[src/rtl/pwm_pkg.sv]
// Shared types and helpers for the pwm_ramp slew-rate limiter.
package pwm_pkg;

  // Step interval that replaces a host-written interval of 0.
  localparam logic [31:0] DEFAULT_INTERVAL_C = 32'd1000;

  // Host (E100) write handshake states.
  typedef enum logic [1:0] {
    HS_IDLE,
    HS_LATCH,
    HS_RESP
  } hs_state_t;

  // Ramp engine states, one pwm write per pass through ISSUE/ACK/REL.
  typedef enum logic [2:0] {
    R_RESET,
    R_WAIT,
    R_ISSUE,
    R_ACK,
    R_REL
  } ramp_state_t;

  // a - b on sign-extended operands, so the result can never overflow.
  function automatic logic signed [32:0] diff33(input logic [31:0] a,
                                                input logic [31:0] b);
    return $signed({a[31], a}) - $signed({b[31], b});
  endfunction

endpackage

[src/rtl/pwm_ramp_if.sv]
// Host command bus and pwm-block bus of the ramp limiter.
interface pwm_ramp_if;
  logic        ramp_command;
  logic        ramp_response;
  logic [31:0] ramp_target;
  logic [31:0] ramp_step;
  logic [31:0] ramp_interval;
  logic [31:0] ramp_period;
  logic        pwm_command;
  logic        pwm_response;
  logic [31:0] pwm_period;
  logic [31:0] pwm_compare;

  // The ramp limiter itself.
  modport slave (
    input  ramp_command, ramp_target, ramp_step, ramp_interval, ramp_period,
    input  pwm_response,
    output ramp_response, pwm_command, pwm_period, pwm_compare
  );

  // The surroundings: E100 host plus pwm block.
  modport master (
    output ramp_command, ramp_target, ramp_step, ramp_interval, ramp_period,
    output pwm_response,
    input  ramp_response, pwm_command, pwm_period, pwm_compare
  );
endinterface

[src/rtl/ramp_step_calc.sv]
// Next compare value: move from current toward target by at most one step.
module ramp_step_calc
  import pwm_pkg::*;
(
  input  logic [31:0] i_current,
  input  logic [31:0] i_target,
  input  logic [31:0] i_step,
  output logic [31:0] o_next
);

  logic signed [32:0] w_diff;
  logic        [32:0] w_mag;

  // Jump when the remaining distance fits in one step, else take a full step.
  always_comb begin
    // NOTE: every output of a combinational block gets a value on every path
    // (defaults first), otherwise synthesis infers a latch.
    o_next = i_target;
    w_diff = diff33(i_target, i_current);
    w_mag  = w_diff[32] ? 33'(-w_diff) : 33'(w_diff);
    if (i_step != 32'd0 && w_mag > {1'b0, i_step}) begin
      o_next = w_diff[32] ? (i_current - i_step) : (i_current + i_step);
    end
  end

endmodule

[src/rtl/pwm_ramp.sv]
// Slew-rate limiter in front of the pwm block: takes a target compare from
// the E100 host and walks the pwm compare toward it in bounded steps.
module pwm_ramp
  import pwm_pkg::*;
#(
  parameter logic [31:0] DEFAULT_INTERVAL = DEFAULT_INTERVAL_C
) (
  input  logic        clock,
  input  logic        clock_valid,
  input  logic        reset,
  pwm_ramp_if.slave   bus,
  output logic        ramp_busy,
  output logic [31:0] ramp_current
);

  hs_state_t   r_hs_state;
  ramp_state_t r_ramp_state;
  logic        r_ramp_response;
  logic [31:0] r_target;
  logic [31:0] r_step;
  logic [31:0] r_interval;
  logic [31:0] r_period;
  logic        r_period_dirty;
  logic [31:0] r_tick;
  logic [31:0] r_next;
  logic [31:0] r_current;
  logic        r_pwm_command;
  logic [31:0] r_pwm_compare;
  logic [31:0] r_pwm_period;

  logic [31:0] w_next;
  logic        w_latch;
  logic        w_tick_due;

  ramp_step_calc u_step_calc (
    .i_current (r_current),
    .i_target  (r_target),
    .i_step    (r_step),
    .o_next    (w_next)
  );

  assign w_latch    = (r_hs_state == HS_LATCH);
  assign w_tick_due = (r_tick >= r_interval - 32'd1);

  // Host handshake: latch the new settings once, then acknowledge until the
  // host drops its command.
  always_ff @(posedge clock) begin
    // NOTE: clock_valid low freezes the whole block, reset included.
    if (clock_valid) begin
      if (!reset) begin
        // NOTE: state is updated with non-blocking assignments so every
        // register sees the values from before this edge.
        r_hs_state      <= HS_IDLE;
        r_ramp_response <= 1'b0;
        r_target        <= '0;
        r_step          <= '0;
        r_interval      <= '0;
        r_period        <= '0;
      end else begin
        case (r_hs_state)
          HS_IDLE: begin
            if (bus.ramp_command) r_hs_state <= HS_LATCH;
          end
          HS_LATCH: begin
            r_target        <= bus.ramp_target;
            r_step          <= bus.ramp_step;
            r_interval      <= (bus.ramp_interval == 32'd0) ? DEFAULT_INTERVAL
                                                            : bus.ramp_interval;
            r_period        <= bus.ramp_period;
            r_ramp_response <= 1'b1;
            r_hs_state      <= HS_RESP;
          end
          HS_RESP: begin
            if (!bus.ramp_command) begin
              r_ramp_response <= 1'b0;
              r_hs_state      <= HS_IDLE;
            end
          end
          default: r_hs_state <= HS_IDLE;
        endcase
      end
    end
  end

  // Ramp engine: on each interval tick, if anything is pending, compute one
  // step and push it to the pwm block through a full command/response cycle.
  always_ff @(posedge clock) begin
    if (clock_valid) begin
      if (!reset) begin
        r_ramp_state   <= R_RESET;
        r_period_dirty <= 1'b0;
        r_tick         <= '0;
        r_next         <= '0;
        r_current      <= '0;
        r_pwm_command  <= 1'b0;
        r_pwm_compare  <= '0;
        r_pwm_period   <= '0;
      end else begin
        // A host latch always wins, so a period arriving during an issue is
        // still written out on a later tick.
        if (w_latch)                    r_period_dirty <= 1'b1;
        else if (r_ramp_state == R_ISSUE) r_period_dirty <= 1'b0;

        case (r_ramp_state)
          R_RESET: begin
            r_tick       <= '0;
            r_ramp_state <= R_WAIT;
          end
          R_WAIT: begin
            if (w_tick_due) begin
              r_tick <= '0;
              if (r_current != r_target || r_period_dirty) begin
                r_next       <= w_next;
                r_ramp_state <= R_ISSUE;
              end
            end else begin
              r_tick <= r_tick + 32'd1;
            end
          end
          R_ISSUE: begin
            r_pwm_compare <= r_next;
            r_pwm_period  <= r_period;
            r_pwm_command <= 1'b1;
            r_ramp_state  <= R_ACK;
          end
          R_ACK: begin
            if (bus.pwm_response) begin
              r_pwm_command <= 1'b0;
              r_current     <= r_next;
              r_ramp_state  <= R_REL;
            end
          end
          R_REL: begin
            if (!bus.pwm_response) r_ramp_state <= R_WAIT;
          end
          default: r_ramp_state <= R_RESET;
        endcase
      end
    end
  end

  // R_RESET only lasts the cycle after reset; it is not counted as busy so
  // every output reads 0 while reset is held.
  assign ramp_busy = (r_current != r_target) || r_period_dirty ||
                     (r_ramp_state != R_WAIT && r_ramp_state != R_RESET);

  assign ramp_current      = r_current;
  assign bus.ramp_response = r_ramp_response;
  assign bus.pwm_command   = r_pwm_command;
  assign bus.pwm_compare   = r_pwm_compare;
  assign bus.pwm_period    = r_pwm_period;

endmodule

[src/flat_wrapper.sv]
// flat-port wrapper written by rule: the top's interface ports become plain ports
module pwm_ramp_flat import pwm_pkg::*;
#(
  parameter logic [31:0] DEFAULT_INTERVAL = DEFAULT_INTERVAL_C
)
  (clock, clock_valid, reset, ramp_busy, ramp_current, bus_ramp_command, bus_ramp_target, bus_ramp_step, bus_ramp_interval, bus_ramp_period, bus_pwm_response, bus_ramp_response, bus_pwm_command, bus_pwm_period, bus_pwm_compare);
  pwm_ramp_if bus_i ();
  input  logic clock;
  input  logic clock_valid;
  input  logic reset;
  output logic ramp_busy;
  output logic [31:0] ramp_current;
  input wire logic [$bits(bus_i.ramp_command)-1:0] bus_ramp_command;
  input wire logic [$bits(bus_i.ramp_target)-1:0] bus_ramp_target;
  input wire logic [$bits(bus_i.ramp_step)-1:0] bus_ramp_step;
  input wire logic [$bits(bus_i.ramp_interval)-1:0] bus_ramp_interval;
  input wire logic [$bits(bus_i.ramp_period)-1:0] bus_ramp_period;
  input wire logic [$bits(bus_i.pwm_response)-1:0] bus_pwm_response;
  output wire logic [$bits(bus_i.ramp_response)-1:0] bus_ramp_response;
  output wire logic [$bits(bus_i.pwm_command)-1:0] bus_pwm_command;
  output wire logic [$bits(bus_i.pwm_period)-1:0] bus_pwm_period;
  output wire logic [$bits(bus_i.pwm_compare)-1:0] bus_pwm_compare;
  assign bus_i.ramp_command = bus_ramp_command;
  assign bus_i.ramp_target = bus_ramp_target;
  assign bus_i.ramp_step = bus_ramp_step;
  assign bus_i.ramp_interval = bus_ramp_interval;
  assign bus_i.ramp_period = bus_ramp_period;
  assign bus_i.pwm_response = bus_pwm_response;
  assign bus_ramp_response = bus_i.ramp_response;
  assign bus_pwm_command = bus_i.pwm_command;
  assign bus_pwm_period = bus_i.pwm_period;
  assign bus_pwm_compare = bus_i.pwm_compare;
  pwm_ramp #(.DEFAULT_INTERVAL(DEFAULT_INTERVAL)) u_core (.clock(clock), .clock_valid(clock_valid), .reset(reset), .bus(bus_i), .ramp_busy(ramp_busy), .ramp_current(ramp_current));
endmodule
[config.mk]
export PLATFORM = sky130hd
export DESIGN_NAME = pwm_ramp_flat
export DESIGN_NICKNAME = d
export VERILOG_FILES = /design/src/rtl/pwm_pkg.sv /design/src/rtl/pwm_ramp_if.sv /design/src/rtl/ramp_step_calc.sv /design/src/rtl/pwm_ramp.sv /design/src/flat_wrapper.sv
export SDC_FILE = /design/constraint.sdc
export NUM_CORES = 1
export LEC_CHECK = 0
export CAP_MARGIN = 20
export CORE_UTILIZATION = 30
export CTS_CLUSTER_SIZE = 16
export DETAILED_ROUTE_END_ITERATION = 6
export SYNTH_ARGS = -nofsm -noshare
export SYNTH_HDL_FRONTEND = slang
export SYNTH_SLANG_ARGS = --single-unit
[constraint.sdc]
create_clock -name clock -period 7.7 [get_ports clock]
set_input_delay 1.54 -clock clock [delete_from_list [all_inputs] [get_ports clock]]
set_output_delay 1.54 -clock clock [all_outputs]
set_load 0.005 [all_outputs]
==> qor.yml <==
drtIter0Drc: 902
switching_power_mw: 1.55
synth_top_area_frac: 0.467
postCtsSetupRepairBufs: 0
ys_top_cells_by_area: "edfxtp_1 (47%), ha_1 (8.6%), and2_1 (6.4%), xnor2_1 (5.2%), nor2_1 (2.6%)"
clk_path_buf_depth: 3
maxSlewViolCount: 0
num_vias: 14325
gr-usage-all-layers: 0.162
endpoint_kind: "flip-flop"
io_pins: 232
row_count: 91
nets: 2299
yosysSeqAreaShare: 0.467
p_clk_frac: 0.316
cp.buffers_inverters: 1
crit_chain: "ha_1 -> fa_1 -> nor2b_4 -> o31ai_2 -> a211oi_2 -> nor4_1 -> or4_1 -> a21o_1 -> buf_16 -> a21oi_1 -> xnor2_1 -> ha_1 -> a21o_1 -> a211o_1 -> o21ai_1 -> a21o_1 -> o311ai_1 -> a41oi_1 -> nor2_1 -> a2111o_1 -> nand4_1 -> mux2i_1"
synth_top_cell_by_area: "edfxtp_1"
fmax_mhz: 155
pre_cts_ws_ps: 1070
ir_drop_uv: 141
worstSetupPathType: "reg2reg"
cap_violations: 0
synth_warnings: 0
numPortBuffers: 231
dpl.hpwl_um: 39700
worst-path-stages: 22
viasPerCell: 4.95
max_stage_delay_ps: 580
fill_cells: 6183
switching_share: 0.310
timing.hold.ws_ps: 524
insertedDiodeCount: 0
globalplace.congestion: 0.908
worstHoldPathType: "reg2reg"
post-route-min-period_ps: 6450
setup_viol: 0
root_buffer: "clkbuf_16"
critical_path.startpoint_type: "flip-flop"
gr-total-overflow: 0
die_y_um: 254
leakagePower_nw: 8.78
grt_pass1_wl_um: 81000
path_common_cell: "a21o_1"
dp_cells: 2830
crit_fanout: 23
avgSynthCellArea_um2: 10.5
worst_pin_slew_ps: 964
die_x_um: 254
ctsHtreeMaxLevel: 2
fp.coreArea_um2: 62200
area_growth_syn_to_layout_pct: 22.6
critPathTopFamily: "compound AO/OA/AOI/OAI gates"
clkSlewWorstSetupHoldPaths_ps: 60
hold_violations: 0
synth_edf_count: 296
stdcell_count: 2892
synth_cells: 1816
wl_per_cell_um: 18.3
cts_tree: "done"
syn_area_um2: 19000
cp.arrival_ps: 6730
grt_pass1_vias: 14237
crit_slowest_cell: "or4_1"
p_int_mw: 3.45
first_pass_iters: 5
cellPowerDensity_nw_per_um2: 214
fp.dieArea_um2: 64500
yosysUniqueCellTypes: 88
status: "finished clean"
combPwrFrac: 0.286
seqPwrFrac: 0.398
cts_resized: 0
antenna_found_initial: 1
post-route-period-util: 0.837
wl_um: 53000
synth_nets: 2082
numCtsBuffers: 36
clock_skew_ps: 26.8
clock_latency_ps: 550
initial_core_util: 0.306
ys_ff_latch: 296
hold_buffers: 0
crit_required_ps: 7990
hold_depth: 1
worst_slack_ps: 1250
timing.setup.tns_ps: 0
synth_ff_type: "edfxtp_1"
ant_nets: 0
slew_headroom: 0.357
r2r_cells: 22
cts_sinks: 296
drive_gt1_frac: 0.0526
grt_max_degree: 149
rsz0062_at_grt: "no"
drc: 0
async_flop_share: 0
==> power groups by stage <==
stage          Combinational (mW)  Clock [mW]  Sequential [mW]
6_report                     1.43        1.58             1.99
5_1_grt                      1.58        1.69             2.00
4_1_cts                      1.43        1.64             1.99
3_5_place_dp                 1.42           0             2.02
3_3_place_gp                 1.39           0             2.02
2_1_floorplan                1.01           0             2.01
==> cell usage in the layout (no fill, tap or decap), types with 21 or more instances in the layout <==
master	instances
nor3_1	38
nand2_1	128
xor2_1	54
nor2_1	132
o21ai_0	52
edfxtp_1	296
inv_1	91
nor4_1	24
nand2b_1	21
a21oi_1	90
xnor2_1	113
a21o_1	54
clkdlybuf4s50_1	230
clkbuf_16	36
nand3_1	36
and2_1	195
ha_1	131
nand4_1	30
mux2i_1	38
==> sequential cells by signal (all words and copies together) (netlist names) <==
register                  cells
u_core.r_period_dirty         1
u_core.r_step                32
u_core.r_interval            32
u_core.bus.pwm_period        32
u_core.r_target              32
u_core.r_next                32
u_core.bus.pwm_command        1
u_core.bus.ramp_response      1
u_core.r_hs_state             2
u_core.ramp_current          32
u_core.r_period              32
u_core.bus.pwm_compare       32
u_core.r_tick                32
u_core.r_ramp_state           3
==> layout make-up <==
class	instances	area, um^2	area share
clock buffers	40	916	0.0392
clock inverters	20	144	0.00616
inverters	91	342	0.0146
multi-input cells	1364	9550	0.409
flip-flops and latches	296	8890	0.381
well taps	837	1050	0.0449
repair buffers	244	2460	0.106
==> through the flow <==
| stage | area [um^2] | total power, mW | utilization |
|---|---|---|---|
| final | 23300 | 5.00 | 0.376 |
| after global routing | 23300 | 5.26 | 0.376 |
| after CTS | 23300 | 5.06 | 0.375 |
| after detailed placement | 22200 | 3.44 | 0.358 |
| after global placement | 22200 | 3.41 | 0.358 |
| after floorplan | 19000 | 3.02 | - |
==> metal layers <==
metal	global-route usage	routed length, um
met5	0	13
met4	0.0487	1350
met3	0.0318	2820
met2	0.266	24900
met1	0.214	23900
==> synth_stat cells (7+ instances only) <==
library cell / instances
edfxtp_1: 296
and2_1: 196
nor2_1: 132
ha_1: 131
nand2_1: 128
xnor2_1: 113
a21oi_1: 91
inv_1: 91
a21o_1: 54
xor2_1: 54
o21ai_0: 52
clkbuf_1: 46
mux2i_1: 38
nor3_1: 38
nand3_1: 36
nand4_1: 30
nor4_1: 24
nand2b_1: 21
a31oi_1: 17
o21a_1: 15
a211oi_1: 12
or3_1: 12
and3_1: 11
buf_2: 11
o21bai_1: 10
o31ai_1: 10
nor2b_1: 9
o211ai_1: 8
o21ai_1: 8
and4_1: 7
nand3b_1: 7
nor3b_1: 7
==> final timing paths <==
path	from	slack [ps]	to
worst max register to register	u_core.ramp_current[0]	1250	u_core.r_next[31]
worst max-delay path	u_core.ramp_current[0]	1250	u_core.r_next[31]
worst min-delay path	u_core.r_period[27]	520	u_core.bus.pwm_period[27]
worst min register to register	u_core.r_period[27]	520	u_core.bus.pwm_period[27]
==> logic make-up (layout without fill, tap and decap cells) <==
family / Yosys count / in the layout / synth area share
xor+xnor: 167 / 167 / 0.0768
buf+inv: 156 / 395 / 0.0336
simple gates: 691 / 691 / 0.195
flops: 296 / 296 / 0.467
compound gates: 334 / 334 / 0.119
fa+ha+maj: 133 / 133 / 0.0882
mux: 39 / 39 / 0.0206
Power figures use the tool's default switching activity.
